File: src/rtl/gate_hero_pkg.sv
// Shared types and constants for the note lane engine: colours, judgement codes,
// scoring weights and scanner states.
package gate_hero_pkg;

  localparam logic [2:0] BLACK = 3'b000;
  localparam logic [2:0] BLUE  = 3'b001;
  localparam logic [2:0] GREEN = 3'b010;
  localparam logic [2:0] CYAN  = 3'b011;
  localparam logic [2:0] RED   = 3'b100;
  localparam logic [2:0] WHITE = 3'b111;

  localparam int PERFECT_PTS = 2;
  localparam int GOOD_PTS    = 1;

  typedef enum logic [2:0] {
    J_NONE,
    J_STRAY,
    J_GOOD,
    J_PERFECT,
    J_MISS
  } judge_t;

  typedef enum logic [1:0] {
    S_IDLE,
    S_SCAN,
    S_GAP
  } scan_state_t;

endpackage

File: src/rtl/lane_judge.sv
// One lane: scrolling track register, key edge detection and press/miss judgement
// against the hit and near rows, plus the visible window for the scanner.
module lane_judge
  import gate_hero_pkg::*;
#(
  parameter int SONG_LEN = 105,
  parameter int WINDOW   = 15
) (
  input  logic                clk,
  input  logic                resetn,
  input  logic                load,
  input  logic                run,
  input  logic                tick,
  input  logic [SONG_LEN-1:0] song_lane,
  input  logic                key,
  output judge_t              judge,
  output logic                miss,
  output logic [WINDOW-1:0]   window,
  output logic                hit_bit,
  output logic                empty
);

  logic [SONG_LEN-1:0] track_reg;
  logic [SONG_LEN-1:0] track_next;
  logic [SONG_LEN-1:0] cleared;
  logic                key_s_reg;
  logic                key_q_reg;
  logic                active;
  logic                press;

  // key_s_reg samples the PS/2 level; the edge is taken between the two stages.
  assign active = run & ~load;
  assign press  = active & key_s_reg & ~key_q_reg;

  always_comb begin
    cleared = track_reg;
    judge   = J_NONE;
    if (press) begin
      if (track_reg[SONG_LEN-1]) begin
        judge                = J_PERFECT;
        cleared[SONG_LEN-1]  = 1'b0;
      end else if (track_reg[SONG_LEN-2]) begin
        judge                = J_GOOD;
        cleared[SONG_LEN-2]  = 1'b0;
      end else begin
        judge = J_STRAY;
      end
    end
    // A note still sitting in the hit row when the track scrolls is lost.
    miss       = active & tick & cleared[SONG_LEN-1];
    track_next = (active & tick) ? {cleared[SONG_LEN-2:0], 1'b0} : cleared;
  end

  always_ff @(posedge clk or negedge resetn) begin
    if (!resetn) begin
      track_reg <= '0;
      key_s_reg <= 1'b0;
      key_q_reg <= 1'b0;
    end else if (load) begin
      track_reg <= song_lane;
      key_s_reg <= 1'b0;
      key_q_reg <= 1'b0;
    end else begin
      track_reg <= track_next;
      key_s_reg <= key;
      key_q_reg <= key_s_reg;
    end
  end

  assign window  = track_reg[SONG_LEN-1 -: WINDOW];
  assign hit_bit = track_reg[SONG_LEN-1];
  assign empty   = ~|track_reg;

endmodule

File: src/rtl/note_lane_engine.sv
// Multi-lane rhythm game datapath: per-lane judges, a raster scanner that emits
// one plot per window cell, and saturating score/combo/max-combo accumulators.
module note_lane_engine
  import gate_hero_pkg::*;
#(
  parameter int LANES    = 4,
  parameter int SONG_LEN = 105,
  parameter int WINDOW   = 15,
  parameter int FIRST_X  = 48,
  parameter int X_OFFSET = 16,
  parameter int FIRST_Y  = 1,
  parameter int Y_OFFSET = 8,
  parameter int SCORE_W  = 8
) (
  input  logic                      clk,
  input  logic                      resetn,
  input  logic                      load,
  input  logic                      run,
  input  logic                      tick,
  input  logic [LANES*SONG_LEN-1:0] song,
  input  logic [LANES-1:0]          keys,
  output logic [7:0]                x_out,
  output logic [6:0]                y_out,
  output logic [2:0]                c_out,
  output logic                      plot,
  output logic [SCORE_W-1:0]        score,
  output logic [SCORE_W-1:0]        combo,
  output logic [SCORE_W-1:0]        max_combo,
  output logic [LANES-1:0]          hit_row,
  output logic                      done
);

  localparam int CELLS  = LANES * WINDOW;
  localparam int LANE_W = $clog2(LANES);
  localparam int ROW_W  = $clog2(WINDOW);
  localparam int CELL_W = $clog2(CELLS);
  localparam int ACC_W  = SCORE_W + 5;
  localparam logic [ACC_W-1:0] SAT = ACC_W'({SCORE_W{1'b1}});

  judge_t               judge [LANES];
  logic [LANES-1:0]     miss;
  logic [LANES-1:0]     empty;
  logic [CELLS-1:0]     cells;

  for (genvar gi = 0; gi < LANES; gi++) begin : g_lane
    lane_judge #(
      .SONG_LEN(SONG_LEN),
      .WINDOW  (WINDOW)
    ) u_lane (
      .clk      (clk),
      .resetn   (resetn),
      .load     (load),
      .run      (run),
      .tick     (tick),
      .song_lane(song[gi*SONG_LEN +: SONG_LEN]),
      .key      (keys[gi]),
      .judge    (judge[gi]),
      .miss     (miss[gi]),
      .window   (cells[gi*WINDOW +: WINDOW]),
      .hit_bit  (hit_row[gi]),
      .empty    (empty[gi])
    );
  end

  assign done = run & (&empty);

  scan_state_t       state_reg, state_next;
  logic [LANE_W-1:0] lane_reg, lane_next;
  logic [ROW_W-1:0]  row_reg, row_next;
  logic              plot_next;
  logic [7:0]        x_next;
  logic [6:0]        y_next;
  logic [2:0]        c_next;
  logic              last_row, last_lane;
  logic [CELL_W-1:0] cell_idx;

  assign last_row  = (row_reg == ROW_W'(WINDOW - 1));
  assign last_lane = (lane_reg == LANE_W'(LANES - 1));
  assign cell_idx  = CELL_W'(int'(lane_reg) * WINDOW + int'(row_reg));

  always_comb begin
    state_next = state_reg;
    lane_next  = lane_reg;
    row_next   = row_reg;
    plot_next  = 1'b0;
    x_next     = x_out;
    y_next     = y_out;
    c_next     = c_out;
    case (state_reg)
      S_IDLE: begin
        if (run) begin
          state_next = S_SCAN;
          lane_next  = '0;
          row_next   = '0;
        end
      end
      S_SCAN: begin
        if (!run) begin
          state_next = S_IDLE;
        end else begin
          plot_next = 1'b1;
          x_next    = 8'(FIRST_X + int'(lane_reg) * X_OFFSET);
          y_next    = 7'(FIRST_Y + int'(row_reg) * Y_OFFSET);
          if (!cells[cell_idx])                      c_next = BLACK;
          else if (lane_reg == '0 || last_lane)      c_next = GREEN;
          else                                       c_next = BLUE;
          if (last_row) begin
            row_next = '0;
            if (last_lane) begin
              lane_next  = '0;
              state_next = S_GAP;
            end else begin
              lane_next = lane_reg + LANE_W'(1);
            end
          end else begin
            row_next = row_reg + ROW_W'(1);
          end
        end
      end
      S_GAP:   state_next = run ? S_SCAN : S_IDLE;
      default: state_next = S_IDLE;
    endcase
  end

  logic [ACC_W-1:0]   pts_sum, hit_sum, score_sum, combo_sum;
  logic               bad;
  logic [SCORE_W-1:0] score_next, combo_next, max_next;

  always_comb begin
    pts_sum = '0;
    hit_sum = '0;
    bad     = 1'b0;
    for (int l = 0; l < LANES; l++) begin
      case (judge[l])
        J_PERFECT: begin
          pts_sum = pts_sum + ACC_W'(PERFECT_PTS);
          hit_sum = hit_sum + ACC_W'(1);
        end
        J_GOOD: begin
          pts_sum = pts_sum + ACC_W'(GOOD_PTS);
          hit_sum = hit_sum + ACC_W'(1);
        end
        J_STRAY: bad = 1'b1;
        default: ;
      endcase
      if (miss[l]) bad = 1'b1;
    end
    score_sum  = ACC_W'(score) + pts_sum;
    combo_sum  = ACC_W'(combo) + hit_sum;
    score_next = (score_sum > SAT) ? SAT[SCORE_W-1:0] : score_sum[SCORE_W-1:0];
    if (bad)                  combo_next = '0;
    else if (combo_sum > SAT) combo_next = SAT[SCORE_W-1:0];
    else                      combo_next = combo_sum[SCORE_W-1:0];
    max_next = (combo_next > max_combo) ? combo_next : max_combo;
  end

  always_ff @(posedge clk or negedge resetn) begin
    if (!resetn) begin
      state_reg <= S_IDLE;
      lane_reg  <= '0;
      row_reg   <= '0;
      plot      <= 1'b0;
      x_out     <= '0;
      y_out     <= '0;
      c_out     <= '0;
      score     <= '0;
      combo     <= '0;
      max_combo <= '0;
    end else if (load) begin
      state_reg <= S_IDLE;
      lane_reg  <= '0;
      row_reg   <= '0;
      plot      <= 1'b0;
      x_out     <= '0;
      y_out     <= '0;
      c_out     <= '0;
      score     <= '0;
      combo     <= '0;
      max_combo <= '0;
    end else begin
      state_reg <= state_next;
      lane_reg  <= lane_next;
      row_reg   <= row_next;
      plot      <= plot_next;
      x_out     <= x_next;
      y_out     <= y_next;
      c_out     <= c_next;
      score     <= score_next;
      combo     <= combo_next;
      max_combo <= max_next;
    end
  end

endmodule

File: config.mk
export PLATFORM = sky130hd
export DESIGN_NAME = note_lane_engine
export DESIGN_NICKNAME = d
export VERILOG_FILES = /design/src/rtl/gate_hero_pkg.sv /design/src/rtl/lane_judge.sv /design/src/rtl/note_lane_engine.sv
export SDC_FILE = /design/constraint.sdc
export NUM_CORES = 1
export LEC_CHECK = 0
export ABC_AREA = 0
export ABC_CLOCK_PERIOD_IN_PS = 8750
export BUFFER_PORTS_ARGS = -buffer_cell sky130_fd_sc_hd__buf_4
export CORE_MARGIN = 2
export CORE_UTILIZATION = 59
export DETAILED_ROUTE_END_ITERATION = 10
export GPL_ROUTABILITY_DRIVEN = 0
export PLACE_DENSITY_LB_ADDON = 0.3
export SLEW_MARGIN = 0
export SYNTH_ARGS = -nofsm -noshare
export SYNTH_HDL_FRONTEND = slang
export SYNTH_SLANG_ARGS = --single-unit
File: constraint.sdc
create_clock -name clk -period 8.75 [get_ports clk]
set_input_delay 1.3125 -clock clk [delete_from_list [all_inputs] [get_ports clk]]
set_output_delay 1.3125 -clock clk [all_outputs]
set_load 0.02 [all_outputs]
* Word-level counts from Yosys, hierarchy flattened
Cells that the tools add are included.
** Word-level totals
- Bits in registers :: 479
- Input port bits :: 429
** Operators by class
- Add/sub/neg operators :: 16
- Multiply operators :: 1
- $lt $le $gt $ge :: 4
- Equal/unequal tests :: 21
- Multiplexer cells :: 93
- Bitwise gates (word level) :: 20
- Reductions and logical operators :: 25
** Operators by type and width (count)
- $mux 105 :: 8
- $reduce_or 105->1 :: 4
- $mux 8 :: 10
- $add 13x1->13 const B :: 6
- $pmux 13 s2 :: 3
- $mux 2 :: 20
- $add 13x2->13 const B :: 3
- $mux 13 :: 3
- $mux 3 :: 11
- $add 8x13->13 :: 2
- $gt 13x8->1 const B :: 2
- $mux 1 :: 26
- $eq 3x2->1 const B :: 8
- $mux 7 :: 3
- $mux 4 :: 4
- $and 1x1->1 :: 15
- $eq 3x1->1 const B :: 4
- $ne 3x3->1 const B :: 3
- $gt 8x8->1 :: 1
- $ne 4x4->1 const B :: 2
- $pmux 2 s2 :: 2
- $pmux 4 s2 :: 1
- $reduce_and 4->1 :: 2
- $reduce_bool 2->1 :: 4
- 20 further kinds :: 33

* Logic depth before layout (Yosys ltp)
Gate-level depths: netlist (run 1).
- Depth after elaboration :: 21
- Depth in mapped cells :: 24
- Gate-level depth less buffers :: 23

* Cells and area by module
A second synthesis (run 1) with hierarchy kept.
** Second synthesis, totals
- Cells, all modules :: 2454
- Area total of the unflattened synthesis :: 24428.4 µm²
** Modules (own cells, without submodules)
- lane_judge :: times used 4, cells an instance 518, area an instance 5198.7 µm², sequential area each 2677.6 µm²
- note_lane_engine :: times used 1, cells an instance 382, area an instance 3633.5 µm², sequential area each 1076.0 µm²

* Least setup slack after synthesis (run 1)
No wires, ideal clock.
- Path kind :: input port to flip-flop
- Start :: input port load
- End :: register max_combo[1]
- Setup time :: 132 ps
- Arrival time :: 5603 ps
- Data required time :: 8618 ps
- Slack :: 3015 ps
- Stages on the path :: 21
- Path buffers :: 1
- Cell sequence :: and4bb_1 o21ai_0 ha_1 xnor2_1 ha_1 nand2_1 xnor2_1 ha_1 a21o_1 a21oi_1 or3b_2 a311oi_4 ha_1 a21o_1 a21oi_1 nor2b_1 o22ai_1 o31a_1 buf_1 mux2i_1 nor2_1
** On the way
- Cells in the longest elaborated chain, start to end :: 20
- Elaborated cells between the ends (all ways) :: 62
- Classes of those cells :: 4 x add/sub; 2 x order compare; 12 x eq/ne; 24 x mux; 15 x bitwise; 5 x reduce/logical
** Ends and longest elaborated chain
- from (decl) :: line note_lane_engine.sv:17 : input logic load,
- $not 1->1 :: line lane_judge.sv:32 : assign active = run & ~load;
- $and 1x1->1 :: line lane_judge.sv:32
- $and 1x1->1 (2 in a row) :: line lane_judge.sv:33 : assign press = active & key_s_reg & ~key_q_reg;
- $mux 3 :: line lane_judge.sv:38 : if (press) begin
- $eq 3x2->1 :: line note_lane_engine.sv:134 : case (judge[l])
- $reduce_or 2->1 (no source line)
- $mux 1 :: line note_lane_engine.sv:134
- $add 13x1->13 :: line note_lane_engine.sv:137, note_lane_engine.sv:141
- (+3 left out)
- $add 13x1->13 :: line note_lane_engine.sv:137, note_lane_engine.sv:141
- $mux 13
- $add 8x13->13 :: line note_lane_engine.sv:149 : combo_sum = ACC_W'(combo) + hit_sum;
- $gt 13x8->1 :: line note_lane_engine.sv:152 : else if (combo_sum > SAT) combo_next = SAT[SCORE_W-1:0];
- $mux 8 :: line note_lane_engine.sv:152
- $mux 8 :: line note_lane_engine.sv:151 : if (bad) combo_next = '0;
- $gt 8x8->1 / $mux 8 (equally long branches) :: line note_lane_engine.sv:154 : max_next = (combo_next > max_combo) ? combo_next : max_combo;
- $reduce_bool 2->1 (no source line) / $mux 8 (equally long branches)
- to (signal assigned) :: line note_lane_engine.sv:190 : max_combo <= max_next;
- to (decl) :: line note_lane_engine.sv:28 : output logic [SCORE_W-1:0] max_combo,
Several ways; a longest one is shown, not always the timed one. The select of a mux whose other input is x is not followed.
A chain may end at the register's enable or synchronous reset.

* Worst setup path in the final report (run 1)
- Start :: input port load
- End :: register max_combo[7]
Same word-level chain as after synthesis.

==> key figures, run 1 <==
Synthesis
  – Simple-gate share of the synthesized area: 0.214
  – Most area-hungry cell type in the Yosys netlist: dfrtp_1
  – Mapped Avg Cell Area: 9.34 um2
  – Synth Area in XOR/XNOR: 0.00703
  – Main synth FF type: dfrtp_1
  – Main combinational cell family by area after synthesis: simple AND/OR/NAND/NOR gates
  – Post-synth EDFFs: 0
  – Synth Cell Area: 22400 um2
  – FF+latch count, synth: 471
  – Commonest cells post-synth: nand2_1, dfrtp_1, a22oi_1, clkbuf_1, nor4_1
  – Yosys Warn Count: 0
  – Post-synthesis adder-cell area fraction: 0.0255
  – Count leader, synth: nand2_1
  – Compound-Gate Fraction of Synth Area: 0.169
  – Asr flop ratio synth: 1.00
  – Most area-consuming cells after synthesis: dfrtp_1, nand2_1, a22oi_1, nor4_1, clkbuf_1
  – Cells after synthesis: 2400
  – Share of the synthesized area in the top cell type: 0.526
  – Sequential share of the synthesized area: 0.526
  – Synth cell types: 67
  – Post-synthesis mux area share: 0.0210

Floorplanning
  – Die H: 199 um
  – Initial Utilization: 0.596
  – Core box area: 37600 um2
  – IO Count: 477
  – Die width: 199 um
  – Die ar.: 39600 um2
  – Rows: 71

STA
  – Tmin final: 6050 ps
  – Slew Limit Headroom: 0.205
  – F_max: 165 MHz
  – Hold WS: 474 ps
  – Final hold vios: 0
  – Fin crit share: 0.691
  – Setup Viol. Count Final: 0
  – Slew Limit Fails: 0
  – Clock Skew: 11.2 ps
  – Worst slew pin tran: 1190 ps
  – RSZ-0062 raised after global routing: false
  – Final TNS setup: 0 ps

Clocking
  – CTS tree: built
  – Reg clk slew, reported paths: 60 ps
  – Cts bufs inserted: 49
  – H-Tree Depth: 2
  – Root Driver: clkbuf_16
  – Post-cts resize count: 0
  – Clk Latency, worst-skew pair: 580 ps
  – Hold_buf cts: 0
  – Clock Tree Buf Depth: 3
  – # Post-CTS Setup Buffers: 0
  – Clock Sinks: 471

Place
  – Placed cell count: 3231
  – Post-DP HPWL: 47300 um
  – Placed Area: 26100 um2
  – Port Buffer Count: 468

Global routing
  – First-pass GRT wire length: 108000 um
  – Met2 Use GR: 0.543
  – GR Layer Usage met3: 0.0860
  – Total grt overflow: 0
  – Antenna violations before repair: 12
  – Busiest grt layer: met2
  – GRT Overall Usage: 0.348
  – Vias in the first global route: 20319
  – Largest net degree at the start of global routing: 226
  – Met1 Use GR: 0.453

Critical path
  – Arr. time, crit path: 6470 ps
  – Setup crit start kind: primary input
  – CP Buf/Inv Count: 1
  – Crit. End Element: flip-flop
  – Crit-path slowest cell: or3b_2
  – CP cell instances: buf_8, and4bb_1, o21ai_0, ha_1, xnor2_1, ha_1, nand2_1, xnor2_1, ha_1, a21o_1, a21oi_1, or3b_2, a311oi_4, ha_1, a21o_1, a21oi_1, nor2b_1, o22ai_1, o31a_1, mux2i_1, nor2_1
  – Critical path's top delay family: compound AO/OA/AOI/OAI gates
  – CP peak stage delay: 580 ps
  – Most frequent CP cell: ha_1
  – Worst-path maximum fanout: 55
  – Crit Path Category: primary input to flip-flop
  – WP data required: 9170 ps

Pwr
  – Leakage power: 13.6 nW
  – Share of power burned in registers: 0.470
  – Net switching power: 0.00153 W
  – VDD IR max: 0.000152 V
  – Power share of the clock group: 0.390
  – Comb pwr share: 0.140
  – Internal power: 0.00407 W
  – Pwr dens: 202 nW/um2
  – Overall power: 0.00560 W
  – Switch share: 0.273

Route
  – DRT iter0 DRCs: 2063
  – Vias: 20441
  – Drc violations: 0
  – Routed WL per cell: 20.7 um
  – ANT nets after route: 0
  – Pre-antenna DRT Iters: 7
  – Drt total wl: 68900 um
  – Avg Vias per Cell: 6.14

Min path
  – Hold WC Path Type: flip-flop to flip-flop

Cells and area
  – Final instance area: 27800 um2
  – Area Growth Syn to Fin: 23.9%
  – Layout fillers: 2722
  – Max reg flops: 420
  – Fin nets: 3242
  – Layout cell share with drive strength beyond 1: 0.210
  – Post-route insts no fill: 3330

Flow run
  – Max-cap violations: 0

Status
  – Outcome: complete, no violations
[kinds of logic after synthesis]
logic type / Yosys count
AO/OA/AOI/OAI: 519
XOR/XNOR: 18
adder cells (fa/ha/maj): 42
buffers and inverters: 197
flip-flops: 471
multiplexers: 33
other: 1
AND/OR/NAND/NOR: 1119
[stage by stage]
step	util	worst slack, ps
2_1_floorplan	-	3010
3_3_place_gp	0.693	2520
3_5_place_dp	0.693	2160
4_1_cts	0.738	2770
5_1_grt	0.739	2460
6_report	0.739	2700
[area by class of cell]
type | count | area (um2) | area share
clock buffers | 71 | 1460 | 0.0526
multi-input cells | 1740 | 9840 | 0.355
diodes | 10 | 25.0 | 0.000901
well taps | 511 | 639 | 0.0230
flip-flops and latches | 471 | 11800 | 0.425
repair buffers | 482 | 3680 | 0.133
clock inverters | 18 | 221 | 0.00798
inverters | 27 | 101 | 0.00365
[power by group through the flow]
stage                     Sequential, W  Clock, W  Combinational, W
after floorplan                 0.00259         0          0.000467
after global placement          0.00265         0          0.000743
after detailed placement        0.00266         0          0.000775
after CTS                       0.00262   0.00221          0.000782
after global routing            0.00266   0.00230          0.000872
final                           0.00263   0.00218          0.000783
[worst paths after layout]
check,start,end,slack [ps],cells after the start
hold reg to reg,state_reg[0]$_DFFE_PN0P_,state_reg[0]$_DFFE_PN0P_,470,1
max in group asynchronous,resetn,g_lane[1].u_lane.track_reg[2]$_DFFE_PN0P_,6280,2
setup / recovery,load,max_combo[7]$_DFFE_PN0P_,2700,21
min in group asynchronous,resetn,max_combo[7]$_DFFE_PN0P_,800,1
hold / removal,state_reg[0]$_DFFE_PN0P_,state_reg[0]$_DFFE_PN0P_,470,1
setup reg to reg,g_lane[0].u_lane.key_q_reg$_DFF_PN0_,max_combo[7]$_DFFE_PN0P_,3280,20
[placed cells by master (no fill, tap or decap), types with 17 or more instances in the layout]
cell type | synthesis | final
buf_4 | 16 | 476
nor2b_1 | 19 | 19
dfrtp_1 | 471 | 471
a22oi_1 | 410 | 410
mux2i_1 | 20 | 20
a21oi_1 | 27 | 27
nor2_1 | 39 | 37
inv_1 | 27 | 27
clkbuf_16 | 0 | 51
nand3_1 | 17 | 17
nand4_1 | 31 | 31
nor4_1 | 108 | 108
o21ai_0 | 32 | 32
ha_1 | 36 | 36
nand2_1 | 867 | 867
[per-layer routing]
| metal | wire length [um] | vias up |
|---|---|---|
| li1 | - | 9272 |
| met1 | 26200 | 9924 |
| met4 | 3640 | 4 |
| met5 | 35 | - |
| met2 | 32700 | 1026 |
| met3 | 6340 | 215 |
Power figures use the tool's default switching activity.
==> inputs of run 2 (changes only) <==
--- a/config.mk
+++ b/config.mk
@@ -6,10 +6,10 @@
 export NUM_CORES = 1
 export LEC_CHECK = 0
 export ABC_AREA = 0
-export ABC_CLOCK_PERIOD_IN_PS = 8750
+export ABC_CLOCK_PERIOD_IN_PS = 5200
 export BUFFER_PORTS_ARGS = -buffer_cell sky130_fd_sc_hd__buf_4
 export CORE_MARGIN = 2
-export CORE_UTILIZATION = 59
+export CORE_UTILIZATION = 50
 export DETAILED_ROUTE_END_ITERATION = 10
 export GPL_ROUTABILITY_DRIVEN = 0
 export PLACE_DENSITY_LB_ADDON = 0.3
==> constraint.sdc (replaced) <==
create_clock -name clk -period 5.2 [get_ports clk]
set_input_delay 0.78 -clock clk [delete_from_list [all_inputs] [get_ports clk]]
set_output_delay 0.78 -clock clk [all_outputs]
set_load 0.02 [all_outputs]
==> key figures, run 2 (synthesized netlist as in run 1, its figures left out) <==
STA
  – Setup Viol. Count Final: 0 (unchanged)
  – Tmin final: 4910 ps
  – Hold WS: 291 ps (was 474 ps)
  – Final hold vios: 0 (unchanged)
  – Slew Limit Headroom: 0.201 (was 0.205)
  – RSZ-0062 raised after global routing: false (unchanged)
  – Worst slew pin tran: 1200 ps (was 1190 ps)
  – F_max: 204 MHz
  – Fin crit share: 0.943
  – Clock Skew: 14.5 ps (was 11.2 ps)
  – Slew Limit Fails: 0 (unchanged)

Critical path
  – Arr. time, crit path: 5320 ps (was 6470 ps)
  – R2R Path End: score[5]$_DFF_PN0_ (was max_combo[7]$_DFFE_PN0P_)
  – Setup crit start kind: flip-flop (was primary input)
  – CP Buf/Inv Count: 4 (was 1)
  – Crit-path slowest cell: fa_1 (was or3b_2)
  – Reg-to-reg critical path startpoint: g_lane[0].u_lane.key_s_reg$_DFF_PN0_ (was g_lane[0].u_lane.key_q_reg$_DFF_PN0_)
  – Critical path's top delay family: simple AND/OR/NAND/NOR gates (was compound AO/OA/AOI/OAI gates)
  – Crit Path Category: flip-flop to flip-flop (was primary input to flip-flop)
  – CP cell instances: and4bb_1, buf_4, nand2_1, inv_1, ha_1, inv_1, a32o_1, a22oi_2, ha_1, nor4b_1, nor3_2, ha_1, nand4b_1, nand3_1, fa_1, a21o_1, a21oi_1, nor2b_1, o21ai_0, inv_1, nand3_1, a21oi_1 (was buf_8, and4bb_1, o21ai_0, ha_1, xnor2_1, ha_1, nand2_1, xnor2_1, ha_1, a21o_1, a21oi_1, or3b_2, a311oi_4, ha_1, a21o_1, a21oi_1, nor2b_1, o22ai_1, o31a_1, mux2i_1, nor2_1)
  – Worst-path maximum fanout: 6 (was 55)
  – Worst R2R Setup Slack: 290 ps (was 3280 ps)
  – WP data required: 5620 ps (was 9170 ps)
  – CP peak stage delay: 450 ps (was 580 ps)
  – Crit. End Element: flip-flop (unchanged)
  – R2R cell count: 22 (was 20)

Cells and area
  – Layout fillers: 3576 (was 2722)
  – Fin nets: 3258 (was 3242)
  – Area of the multi-input gates: 9840 um2 (unchanged)
  – Max reg flops: 420 (unchanged)
  – Most common cell after layout, fill and taps aside: nand2_1 (unchanged)
  – Storage cell area: 11800 um2 (unchanged)
  – Post-route insts no fill: 3429 (was 3330)
  – Area Growth Syn to Fin: 25.1% (was 23.9%)
  – Commonest cells after routing, fill and taps aside: nand2_1, buf_4, dfrtp_1 (unchanged)
  – Layout cell share with drive strength beyond 1: 0.213 (was 0.210)

Global routing
  – First-pass GRT wire length: 109000 um (was 108000 um)
  – Largest net degree at the start of global routing: 252 (was 226)
  – Total grt overflow: 0 (unchanged)
  – Vias in the first global route: 19846 (was 20319)
  – Antenna violations before repair: 15 (was 12)
  – GRT Overall Usage: 0.292 (was 0.348)

Pwr
  – Comb pwr share: 0.144 (was 0.140)
  – Share of power burned in registers: 0.470 (about the same)
  – Power share of the clock group: 0.386 (was 0.390)
  – Switch share: 0.273 (about the same)
  – Pwr dens: 335 nW/um2 (was 202 nW/um2)
  – Net switching power: 0.00256 W (was 0.00153 W)
  – Internal power: 0.00684 W (was 0.00407 W)
  – VDD IR max: 0.000234 V (was 0.000152 V)
  – Leakage power: 13.7 nW (was 13.6 nW)

Floorplanning
  – Die H: 216 um (was 199 um)
  – Core box area: 44200 um2 (was 37600 um2)
  – Initial Utilization: 0.507 (was 0.596)
  – Die width: 216 um (was 199 um)
  – Die ar.: 46500 um2 (was 39600 um2)
  – IO Count: 477 (unchanged)
  – Rows: 77 (was 71)

Route
  – Avg Vias per Cell: 5.89 (was 6.14)
  – ANT nets after route: 0 (unchanged)
  – Vias: 20189 (was 20441)
  – Drt total wl: 68800 um (was 68900 um)
  – Routed WL per cell: 20.1 um (was 20.7 um)
  – Drc violations: 0 (unchanged)
  – DRT iter0 DRCs: 2002 (was 2063)
  – Pre-antenna DRT Iters: 6 (was 7)

Clocking
  – H-Tree Depth: 2 (unchanged)
  – # Post-CTS Setup Buffers: 0 (unchanged)
  – Root Driver: clkbuf_16 (unchanged)
  – Clk Latency, worst-skew pair: 590 ps (was 580 ps)
  – CTS tree: built (unchanged)
  – Clock Sinks: 471 (unchanged)
  – Hold_buf cts: 0 (unchanged)
  – Cts bufs inserted: 50 (was 49)
  – Post-cts resize count: 0 (unchanged)
  – Reg clk slew, reported paths: 60 ps (about the same)
  – Clock Tree Buf Depth: 3 (unchanged)

Min path
  – Hold WC Path Type: primary input to asynchronous set/reset pin (was flip-flop to flip-flop)

Flow run
  – Max-cap violations: 0 (unchanged)

Place
  – Port Buffer Count: 468 (unchanged)
  – Post-DP HPWL: 48000 um (was 47300 um)
  – Placed cell count: 3327 (was 3231)

Status
  – Outcome: complete, no violations (unchanged)
## run 2: cell types whose count changed in the layout (fill, tap and decap cells not counted), sizes merged
cell,before,now
buf,482,497
clkbuf,71,78
clkinv,11,7
bufinv,5,3
diode,10,12
## run 2: area by class of cell
class / count / share of cell area
Sequential cell: 471 / 0.420
Clock inverter: 12 / 0.00504
Tap cell: 592 / 0.0264
Antenna cell: 12 / 0.00107
Timing Repair Buffer: 497 / 0.138
Clock buffer: 78 / 0.0545
Inverter: 27 / 0.00362
Multi-Input combinational cell: 1740 / 0.351
## run 2: power by group through the flow
stage / registers, W / logic [W] / clock network, W
after floorplan: 0.00435 / 0.000786 / 0
after global placement: 0.00445 / 0.00131 / 0
after detailed placement: 0.00446 / 0.00135 / 0
after CTS: 0.00441 / 0.00136 / 0.00369
after global routing: 0.00447 / 0.00151 / 0.00385
final: 0.00442 / 0.00136 / 0.00363
## run 2: worst max path at each step
stage	startpoint	endpoint	slack, ps	cells after the start
3_3_place_gp	load	max_combo[2]$_DFFE_PN0P_	60	23
3_5_place_dp	run	score[0]$_DFF_PN0_	-120	23
2_1_floorplan	load	max_combo[1]$_DFFE_PN0P_	180	21
4_1_cts	g_lane[0].u_lane.key_s_reg$_DFF_PN0_	score[5]$_DFF_PN0_	370	22
6_report	g_lane[0].u_lane.key_s_reg$_DFF_PN0_	score[5]$_DFF_PN0_	290	22
5_1_grt	g_lane[0].u_lane.key_s_reg$_DFF_PN0_	score[5]$_DFF_PN0_	3	22
## run 2: routing by layer
metal / share of wire / GRT usage / wire length, um / up-vias
met1: 0.40 / 0.384 / 27400 / 9864
met4: 0.042 / 0.116 / 2920 / 10
li1: - / - / - / 9306
met2: 0.47 / 0.460 / 32400 / 841
met3: 0.088 / 0.0794 / 6090 / 168
met5: 0.00097 / 0 / 67 / -
## run 2: metrics by stage
stage	TNS, ps	power, W	setup WS, ps	utilization	cell area, um2
after floorplan	0	0.00514	180	-	22400
after global placement	0	0.00576	63.7	0.595	26300
after detailed placement	-1320	0.00582	-124	0.595	26300
after CTS	0	0.00946	372	0.633	28000
after global routing	0	0.00982	3.39	0.634	28000
final	0	0.00940	295	0.634	28000
